### src/rtl/acc_llbit_file.sv
`default_nettype none
// =============================================================================
// acc_llbit_file: HI/LO accumulator file with MEM/WB read forwarding, plus an
// LLbit link monitor that tracks a granule-aligned link address.
// Revision: 1.0
// =============================================================================
module acc_llbit_file #(
    parameter int NUM_ACC = 4,
    parameter int ADDR_W  = 32,
    parameter int LL_GRAN = 4,
    parameter int SEL_W   = (NUM_ACC > 1) ? $clog2(NUM_ACC) : 1
) (
    input  logic              clk,
    input  logic              rst,
    input  logic [1:0]        wb_hl_wen_i,
    input  logic [SEL_W-1:0]  wb_hl_sel_i,
    input  logic [63:0]       wb_hl_wdata_i,
    input  logic [1:0]        mem_hl_wen_i,
    input  logic [SEL_W-1:0]  mem_hl_sel_i,
    input  logic [63:0]       mem_hl_wdata_i,
    input  logic [SEL_W-1:0]  rd_sel_i,
    output logic [63:0]       rd_data_o,
    input  logic              eret_i,
    input  logic              exc_flush_i,
    input  logic              ll_set_i,
    input  logic [ADDR_W-1:0] ll_addr_i,
    input  logic              sc_done_i,
    input  logic              snoop_wen_i,
    input  logic [ADDR_W-1:0] snoop_addr_i,
    input  logic              mem_llb_wen_i,
    input  logic              mem_llbit_i,
    output logic              llb_rdata_o,
    output logic [ADDR_W-1:0] lladdr_rdata_o
);

    logic [63:0]       acc_q [NUM_ACC];
    logic [63:0]       acc_d [NUM_ACC];
    logic              llbit_q;
    logic              llbit_d;
    logic [ADDR_W-1:0] lladdr_q;
    logic [ADDR_W-1:0] lladdr_d;

    logic [63:0]       w_rd_stored;
    logic              w_snoop_hit;

    // Selects outside 0..NUM_ACC-1 match no entry, so writes drop and reads give 0.
    always_comb begin
        for (int i = 0; i < NUM_ACC; i++) begin
            acc_d[i] = acc_q[i];
            if (wb_hl_sel_i == SEL_W'(i)) begin
                if (wb_hl_wen_i[1]) acc_d[i][63:32] = wb_hl_wdata_i[63:32];
                if (wb_hl_wen_i[0]) acc_d[i][31:0]  = wb_hl_wdata_i[31:0];
            end
        end
    end

    assign w_snoop_hit = snoop_wen_i && llbit_q &&
                         (snoop_addr_i[ADDR_W-1:LL_GRAN] == lladdr_q[ADDR_W-1:LL_GRAN]);

    always_comb begin
        llbit_d  = llbit_q;
        lladdr_d = lladdr_q;
        if (eret_i || exc_flush_i) begin
            llbit_d = 1'b0;
        end else if (ll_set_i) begin
            llbit_d  = 1'b1;
            lladdr_d = ll_addr_i;
        end else if (sc_done_i) begin
            llbit_d = 1'b0;
        end else if (w_snoop_hit) begin
            llbit_d = 1'b0;
        end
    end

    always_ff @(posedge clk) begin
        if (rst) begin
            for (int i = 0; i < NUM_ACC; i++) begin
                acc_q[i] <= '0;
            end
            llbit_q  <= 1'b0;
            lladdr_q <= '0;
        end else begin
            acc_q    <= acc_d;
            llbit_q  <= llbit_d;
            lladdr_q <= lladdr_d;
        end
    end

    // Half-wise forwarding: stored value, overridden by WB, overridden by MEM.
    always_comb begin
        w_rd_stored = '0;
        for (int i = 0; i < NUM_ACC; i++) begin
            if (rd_sel_i == SEL_W'(i)) w_rd_stored = acc_q[i];
        end
        if (rst) w_rd_stored = '0;

        rd_data_o = w_rd_stored;
        if (wb_hl_wen_i[1] && (wb_hl_sel_i == rd_sel_i))
            rd_data_o[63:32] = wb_hl_wdata_i[63:32];
        if (wb_hl_wen_i[0] && (wb_hl_sel_i == rd_sel_i))
            rd_data_o[31:0] = wb_hl_wdata_i[31:0];
        if (mem_hl_wen_i[1] && (mem_hl_sel_i == rd_sel_i))
            rd_data_o[63:32] = mem_hl_wdata_i[63:32];
        if (mem_hl_wen_i[0] && (mem_hl_sel_i == rd_sel_i))
            rd_data_o[31:0] = mem_hl_wdata_i[31:0];
    end

    // Snoop clears are deliberately not forwarded; they appear next cycle.
    always_comb begin
        if (mem_llb_wen_i)              llb_rdata_o = mem_llbit_i;
        else if (rst)                   llb_rdata_o = 1'b0;
        else if (eret_i || exc_flush_i) llb_rdata_o = 1'b0;
        else if (ll_set_i)              llb_rdata_o = 1'b1;
        else if (sc_done_i)             llb_rdata_o = 1'b0;
        else                            llb_rdata_o = llbit_q;
    end

    assign lladdr_rdata_o = rst ? '0 : lladdr_q;

endmodule
`default_nettype wire

### config.mk
export PLATFORM = sky130hd
export DESIGN_NAME = acc_llbit_file
export DESIGN_NICKNAME = d
export VERILOG_FILES = /design/src/rtl/acc_llbit_file.sv
export SDC_FILE = /design/constraint.sdc
export NUM_CORES = 1
export LEC_CHECK = 0
export ABC_AREA = 1
export BUFFER_PORTS_ARGS = -buffer_cell sky130_fd_sc_hd__buf_4
export CAP_MARGIN = 20
export CORE_MARGIN = 10
export CORE_UTILIZATION = 50
export CTS_BUF_LIST = sky130_fd_sc_hd__clkbuf_16
export CTS_CLUSTER_SIZE = 14
export DETAILED_ROUTE_END_ITERATION = 16
export PLACE_DENSITY_LB_ADDON = 0.05
export SLEW_MARGIN = 20
export SYNTH_ARGS = -nofsm -noshare
export SYNTH_HDL_FRONTEND = slang
export SYNTH_SLANG_ARGS = --single-unit
### constraint.sdc
create_clock -name clk -period 1.7 [get_ports clk]
set_input_delay 0.085 -clock clk [delete_from_list [all_inputs] [get_ports clk]]
set_output_delay 0.085 -clock clk [all_outputs]
set_load 0.05 [all_outputs]
==> summary.md, run 1 <==
| Metric | Value |
|---|---|
| DR WL/cell | `16.0 µm` |
| Reg2reg path depth | `5` |
| Fin crit share | `0.978` |
| Status | `finished, final reports clean` |
| Synth area leaders | `dfxtp_1 41%, a21oi_1 12%, o21ai_0 12%, nand2_1 12%, inv_1 7.4%` |
| Initial antenna violation count | `3` |
| Post-layout instance area | `19200 µm²` |
| Clock period minus worst slack | `1.66 ns` |
| Die Y-Extent | `188 µm` |
| Max Cap Viol | `0` |
| Worst Path Class, Setup | `reg2out` |
| Hold Path Stages | `7` |
| Final net count | `2696` |
| Syn_area_per_cell | `6.60 µm²` |
| Sequential fraction of the synthesis area | `0.408` |
| Mapped Area | `14200 µm²` |
| Worst-path fanout max | `2` |
| Reg2reg setup slack | `0.32 ns` |
| Port Buffers | `303` |
| Routed vias | `15000` |
| Fillers | `2432` |
| Worst slack, placed | `0.0442 ns` |
| Vias in the first global route | `14500` |
| Required @ worst endpoint | `1.62 ns` |
| Cells after Synth | `2147` |
| RSZ-0062 raised after global routing | `true` |
| Root Driver | `clkbuf_16` |
| Total power | `18.3 mW` |
| Core Area | `27900 µm²` |
| GP Congestion | `0.848` |
| Most common cell in the synthesized netlist | `nand2_1` |
| EDFF count, synth | `0` |
| Slew Limit Fails | `0` |
| Worst skew pair latency | `0.50 ns` |
| CP max-delay cell | `dfxtp_2` |
| Crit-path max cell delay | `0.31 ns` |
| YS warnings | `0` |
| Leak Pwr | `8.40 nW` |
| #FFs+latches synth | `289` |
| Post-Syn Nets | `2358` |
| Reg clk slew, reported paths | `0.06 ns` |
| Gr ovfl total | `0` |
| Async S/R FF share, synth | `0` |
| Worst vdd ir | `0.695 mV` |
| Synth top area share | `0.408` |
| CTS Buf Count | `34` |
| Setup violations, final | `0` |
| Post-synth top cells | `435 x nand2_1, 344 x a21oi_1, 341 x o21ai_0` |
| Cell Chain, Critical Path | `o21ai_1 > nand3_1 > nand2_1 > nand2_1 > o211ai_1 > nand2_1 > buf_6` |
| First-pass GRT wire length | `74.8 mm` |
| Iter 0 DRT Violations | `1036` |
| Std cell rows | `61` |
| Top Ports | `308` |
| CP startpoint kind | `flip-flop` |
| WP data arrival | `1.58 ns` |
| PD cells | `951 nW/µm²` |
| Synthesis-to-layout area growth | `35.6%` |
| Post-layout util | `0.690` |
| Measured slew at the worst slew-check pin | `0.376 ns` |
| Final hold violation count | `0` |
| CTS tree | `yes` |
| Cell Area, Placed | `17000 µm²` |
| H-tree Lvls | `2` |
| Initial core utilization | `0.509` |
| Peak Freq | `602 MHz` |
| Proportion of layout cells with a drive suffix above 1 | `0.181` |
| Number of remaining DRC errors | `0` |
| Yosys top cell by area | `dfxtp_1` |
| Primary FF master, synth | `dfxtp_1` |
| Max-slew headroom at the worst pin | `0.747` |
| Vias/cell | `5.18` |
| Worst Skew | `0.00348 ns` |
| Antenna violation net count after detailed routing | `0` |
| Die width | `188 µm` |
| Die area | `35500 µm²` |
| Crit path capture type | `output port` |
| DRT Pass-1 Iters | `5` |
| CTS Sinks | `289` |
| Yosys cell types | `27` |
| Crit-path most repeated cell | `nand2_1` |
| CTS Buffer Depth | `3` |
| Largest net degree at the start of global routing | `101` |
| Hold Slack | `0.0271 ns` |
| Post-Route WL | `46.1 mm` |
| Detailed placement HPWL | `29.5 mm` |
| Hold Path Class | `in2reg` |
| Worst setup margin | `0.0379 ns` |
| Total track usage | `0.248` |
-- power by group --
group | switching (mW) | internal (mW)
sequential | 0.125 | 7.13
combinational | 2.58 | 1.56
clock | 2.83 | 4.05
total | 5.53 | 12.7
-- critical path, delay by kind of cell (launching register included) --
family                 cells  cell delay [ns]
AO/OA/AOI/OAI              2             0.22
buffers and inverters      1             0.16
flip-flops                 1             0.31
AND/OR/NAND/NOR            4             0.39
-- final timing paths --
kind                   start             to
min reg2reg        acc_q[82]      acc_q[82]
max reg2reg          llbit_q        llbit_q
max                acc_q[82]  rd_data_o[18]
min          snoop_addr_i[5]        llbit_q
-- cells in the final DEF, fill, tap and decap left out, types with 6 or more instances in the layout --
cell	netlist	routed
nand3_2	2	10
o21ai_2	0	6
nand3_1	74	66
dlygate4sd3_1	0	99
buf_12	0	27
dfxtp_1	289	282
o211ai_1	35	35
clkbuf_16	0	37
inv_1	281	287
a21oi_2	0	7
buf_4	9	313
dfxtp_2	0	7
buf_6	2	19
o21ai_1	48	63
o21ai_0	341	320
clkinv_1	1	9
a21oi_1	344	337
nand2_1	435	431
nor2_1	124	124
-- routing by layer --
| layer | wire (µm) | vias up | track usage | share of wire |
|---|---|---|---|---|
| met5 | 0 | - | 0 | 0 |
| met4 | 822 | 0 | 0.0598 | 0.018 |
| met3 | 3460 | 62 | 0.0609 | 0.075 |
| met2 | 21900 | 458 | 0.422 | 0.48 |
| met1 | 19900 | 6804 | 0.309 | 0.43 |
| li1 | - | 7633 | - | - |
-- flip-flops by register name, summed over array words and instances (netlist names) --
signal / count
acc_q: 256
llbit_q: 1
lladdr_q: 32
-- cell type report --
| cell class | count | area [µm²] | share of cell area |
|---|---|---|---|
| inverters | 287 | 1080 | 0.0565 |
| clock buffers | 37 | 926 | 0.0482 |
| well taps | 378 | 473 | 0.0246 |
| repair buffers | 458 | 4100 | 0.213 |
| clock inverters | 23 | 124 | 0.00645 |
| multi-input cells | 1415 | 6710 | 0.349 |
| flip-flops and latches | 289 | 5790 | 0.302 |
| diodes | 3 | 7.51 | 0.000391 |
-- metrics by stage --
| step | TNS (ns) | std cells |
|---|---|---|
| floorplan | 0 | 2147 |
| global placement | 0 | 2727 |
| detailed placement | 0 | 2727 |
| CTS | -0.00320 | 2886 |
| global route | -0.216 | 2890 |
| finish | 0 | 2890 |
-- logic make-up (layout without fill, tap and decap cells) --
| kind of cell | after synthesis | in the layout | share of synthesized area |
|---|---|---|---|
| compound gates | 768 | 768 | 0.277 |
| xor+xnor | 5 | 5 | 0.00680 |
| buf+inv | 443 | 805 | 0.126 |
| flops | 289 | 289 | 0.408 |
| other cells | 0 | 3 | 0 |
| simple gates | 642 | 642 | 0.182 |
-- timing repair --
action,in CTS,in global routing
gates resized for setup,3,61
endpoints found under the setup margin,2,34
gates cloned,0,0
hold endpoints to repair,289,0
hold buffers,99,0
buffers inserted,0,1
pin swaps,0,29
Power figures use the tool's default switching activity.
==> inputs of run 2 (changes only) <==
HOLD_SLACK_MARGIN = 0.06   (was unset)
==> summary.md, run 2 (synthesized netlist as in run 1, its figures left out) <==
| Metric | Value |
|---|---|
| Max-slew headroom at the worst pin | `0.747 (about the same)` |
| Measured slew at the worst slew-check pin | `0.376 ns (about the same)` |
| Routed vias | `15000 (about the same)` |
| Die area | `35500 µm² (unchanged)` |
| Port Buffers | `303 (unchanged)` |
| Vias/cell | `5.17 (was 5.18)` |
| Root Driver | `clkbuf_16 (unchanged)` |
| DR WL/cell | `15.9 µm (was 16.0 µm)` |
| Largest registers | `acc_q: 256 flops, lladdr_q: 32 flops, llbit_q: 1 flops (unchanged)` |
| Cell Area, Placed | `17000 µm² (unchanged)` |
| Worst vdd ir | `0.696 mV (was 0.695 mV)` |
| Post-Route WL | `46.0 mm (was 46.1 mm)` |
| Initial core utilization | `0.509 (unchanged)` |
| Iter 0 DRT Violations | `1073 (was 1036)` |
| CTS Buf Count | `34 (unchanged)` |
| Reg with most FFs | `acc_q (unchanged)` |
| Fillers | `2431 (was 2432)` |
| Commonest non-fill, non-tap cell in the layout | `nand2_1 (unchanged)` |
| Largest net degree at the start of global routing | `101 (unchanged)` |
| Leak Pwr | `8.41 nW (was 8.40 nW)` |
| Synthesis-to-layout area growth | `35.8% (was 35.6%)` |
| CTS Sinks | `289 (unchanged)` |
| Crit path capture type | `output port (unchanged)` |
| Detailed placement HPWL | `29.5 mm (unchanged)` |
| Slew Limit Fails | `0 (unchanged)` |
| Most frequent cells in the layout | `431 x nand2_1, 337 x a21oi_1, 320 x o21ai_0 (unchanged)` |
| PD cells | `950 nW/µm² (was 951 nW/µm²)` |
| Reg clk slew, reported paths | `0.06 ns (about the same)` |
| Max Cap Viol | `0 (unchanged)` |
| Setup violations, final | `0 (unchanged)` |
| Final hold violation count | `0 (unchanged)` |
| Met2 WL | `21.7 mm (was 21.9 mm)` |
| Proportion of layout cells with a drive suffix above 1 | `0.181 (about the same)` |
| Gr ovfl total | `0 (unchanged)` |
| Initial antenna violation count | `3 (unchanged)` |
| GP Congestion | `0.848 (unchanged)` |
| Core Area | `27900 µm² (unchanged)` |
| Worst Path Class, Setup | `reg2out (unchanged)` |
| Number of remaining DRC errors | `0 (unchanged)` |
| CP startpoint kind | `flip-flop (unchanged)` |
| Max FFs per register | `256 (unchanged)` |
| Antenna violation net count after detailed routing | `0 (unchanged)` |
| Highest metal layer with signal wires | `met4 (unchanged)` |
| Top Ports | `308 (unchanged)` |
| RSZ-0062 raised after global routing | `true (unchanged)` |
| Wl on met1 | `19.9 mm (about the same)` |
| H-tree Lvls | `2 (unchanged)` |
| Clock period minus worst slack | `1.67 ns (was 1.66 ns)` |
| Peak Freq | `598 MHz (was 602 MHz)` |
| First-pass GRT wire length | `74.9 mm (was 74.8 mm)` |
| Fin crit share | `0.984 (was 0.978)` |
| Met3 routed WL | `3.41 mm (was 3.46 mm)` |
| Hold Path Class | `in2reg (unchanged)` |
| Std cell rows | `61 (unchanged)` |
| Die width | `188 µm (unchanged)` |
| Required @ worst endpoint | `1.62 ns (about the same)` |
| CTS tree | `yes (unchanged)` |
| WP data arrival | `1.59 ns (was 1.58 ns)` |
| Vias in the first global route | `14600 (was 14500)` |
| Die Y-Extent | `188 µm (unchanged)` |
| Worst skew pair latency | `0.50 ns (about the same)` |
| Final net count | `2699 (was 2696)` |
| CTS Buffer Depth | `3 (unchanged)` |
| DRT Pass-1 Iters | `5 (unchanged)` |
| Worst-path fanout max | `2 (unchanged)` |
| Post-layout instance area | `19200 µm² (about the same)` |
| Total track usage | `0.248 (about the same)` |
| Status | `finished, final reports clean (unchanged)` |
| Worst Skew | `0.00427 ns (was 0.00348 ns)` |
| Post-layout util | `0.691 (was 0.690)` |
-- run 2: changes by cell type in the layout (fill, tap and decap cells not counted) --
cell           previous run  this run
dlygate4sd3_1            99       102
-- run 2: routing by layer --
layer,track usage,up-vias
met4,0.0607,0
met3,0.0611,70
met5,0,-
met2,0.422,466
li1,-,7636
met1,0.309,6782
-- run 2: worst paths after layout --
check	from	to	slack, ns	cells after the start
worst max-delay path	acc_q[82]	rd_data_o[18]	0.03	7
worst min-delay path	snoop_wen_i	llbit_q	0.07	8
worst max register to register	lladdr_q[5]	llbit_q	0.24	8
worst min register to register	acc_q[82]	acc_q[82]	0.44	2
-- run 2: cell type report --
| cell class | instances | area [µm²] | share of cell area |
|---|---|---|---|
| inverter | 287 | 1080 | 0.0564 |
| sequential | 289 | 5790 | 0.301 |
| clock buffer | 37 | 926 | 0.0481 |
| timing repair buffer | 461 | 4130 | 0.214 |
| antenna | 3 | 7.51 | 0.000390 |
| tap | 378 | 473 | 0.0246 |
| multi-input combinational | 1415 | 6710 | 0.349 |
| clock inverter | 23 | 124 | 0.00644 |
-- run 2: worst max-delay path: stages (launching register included) --
cell	delay [ns]
dfxtp_2	0.31
o21ai_1	0.12
nand3_1	0.12
nand2_1	0.10
nand2_1	0.06
o211ai_1	0.11
nand2_1	0.11
buf_6	0.16
-- run 2: timing repair --
item | in CTS | in global routing
hold buffers | 102 | 0
hold endpoints to repair | 289 | 0
buffers inserted | 0 | 1
endpoints found under the setup margin | 2 | 34
pin swaps | 0 | 29
gates resized for setup | 3 | 61
-- run 2: power breakdown --
| part | internal [mW] | switching (mW) |
|---|---|---|
| logic | 1.56 | 2.58 |
| clock network | 4.05 | 2.84 |
| registers | 7.13 | 0.125 |
-- run 2: through the flow --
step | std cells | power, mW | TNS (ns) | setup WS (ns) | hold WS [ns]
floorplan | 2147 | 9.80 | 0 | 0.0216 | 0.250
global placement | 2727 | 11.2 | 0 | 0.0514 | 0.361
detailed placement | 2727 | 11.2 | 0 | 0.0442 | 0.373
CTS | 2889 | 18.3 | -0.00320 | -0.00320 | 0.0618
global route | 2893 | 19.1 | -0.216 | -0.0917 | 0.105
finish | 2893 | 18.3 | 0 | 0.0280 | 0.0706
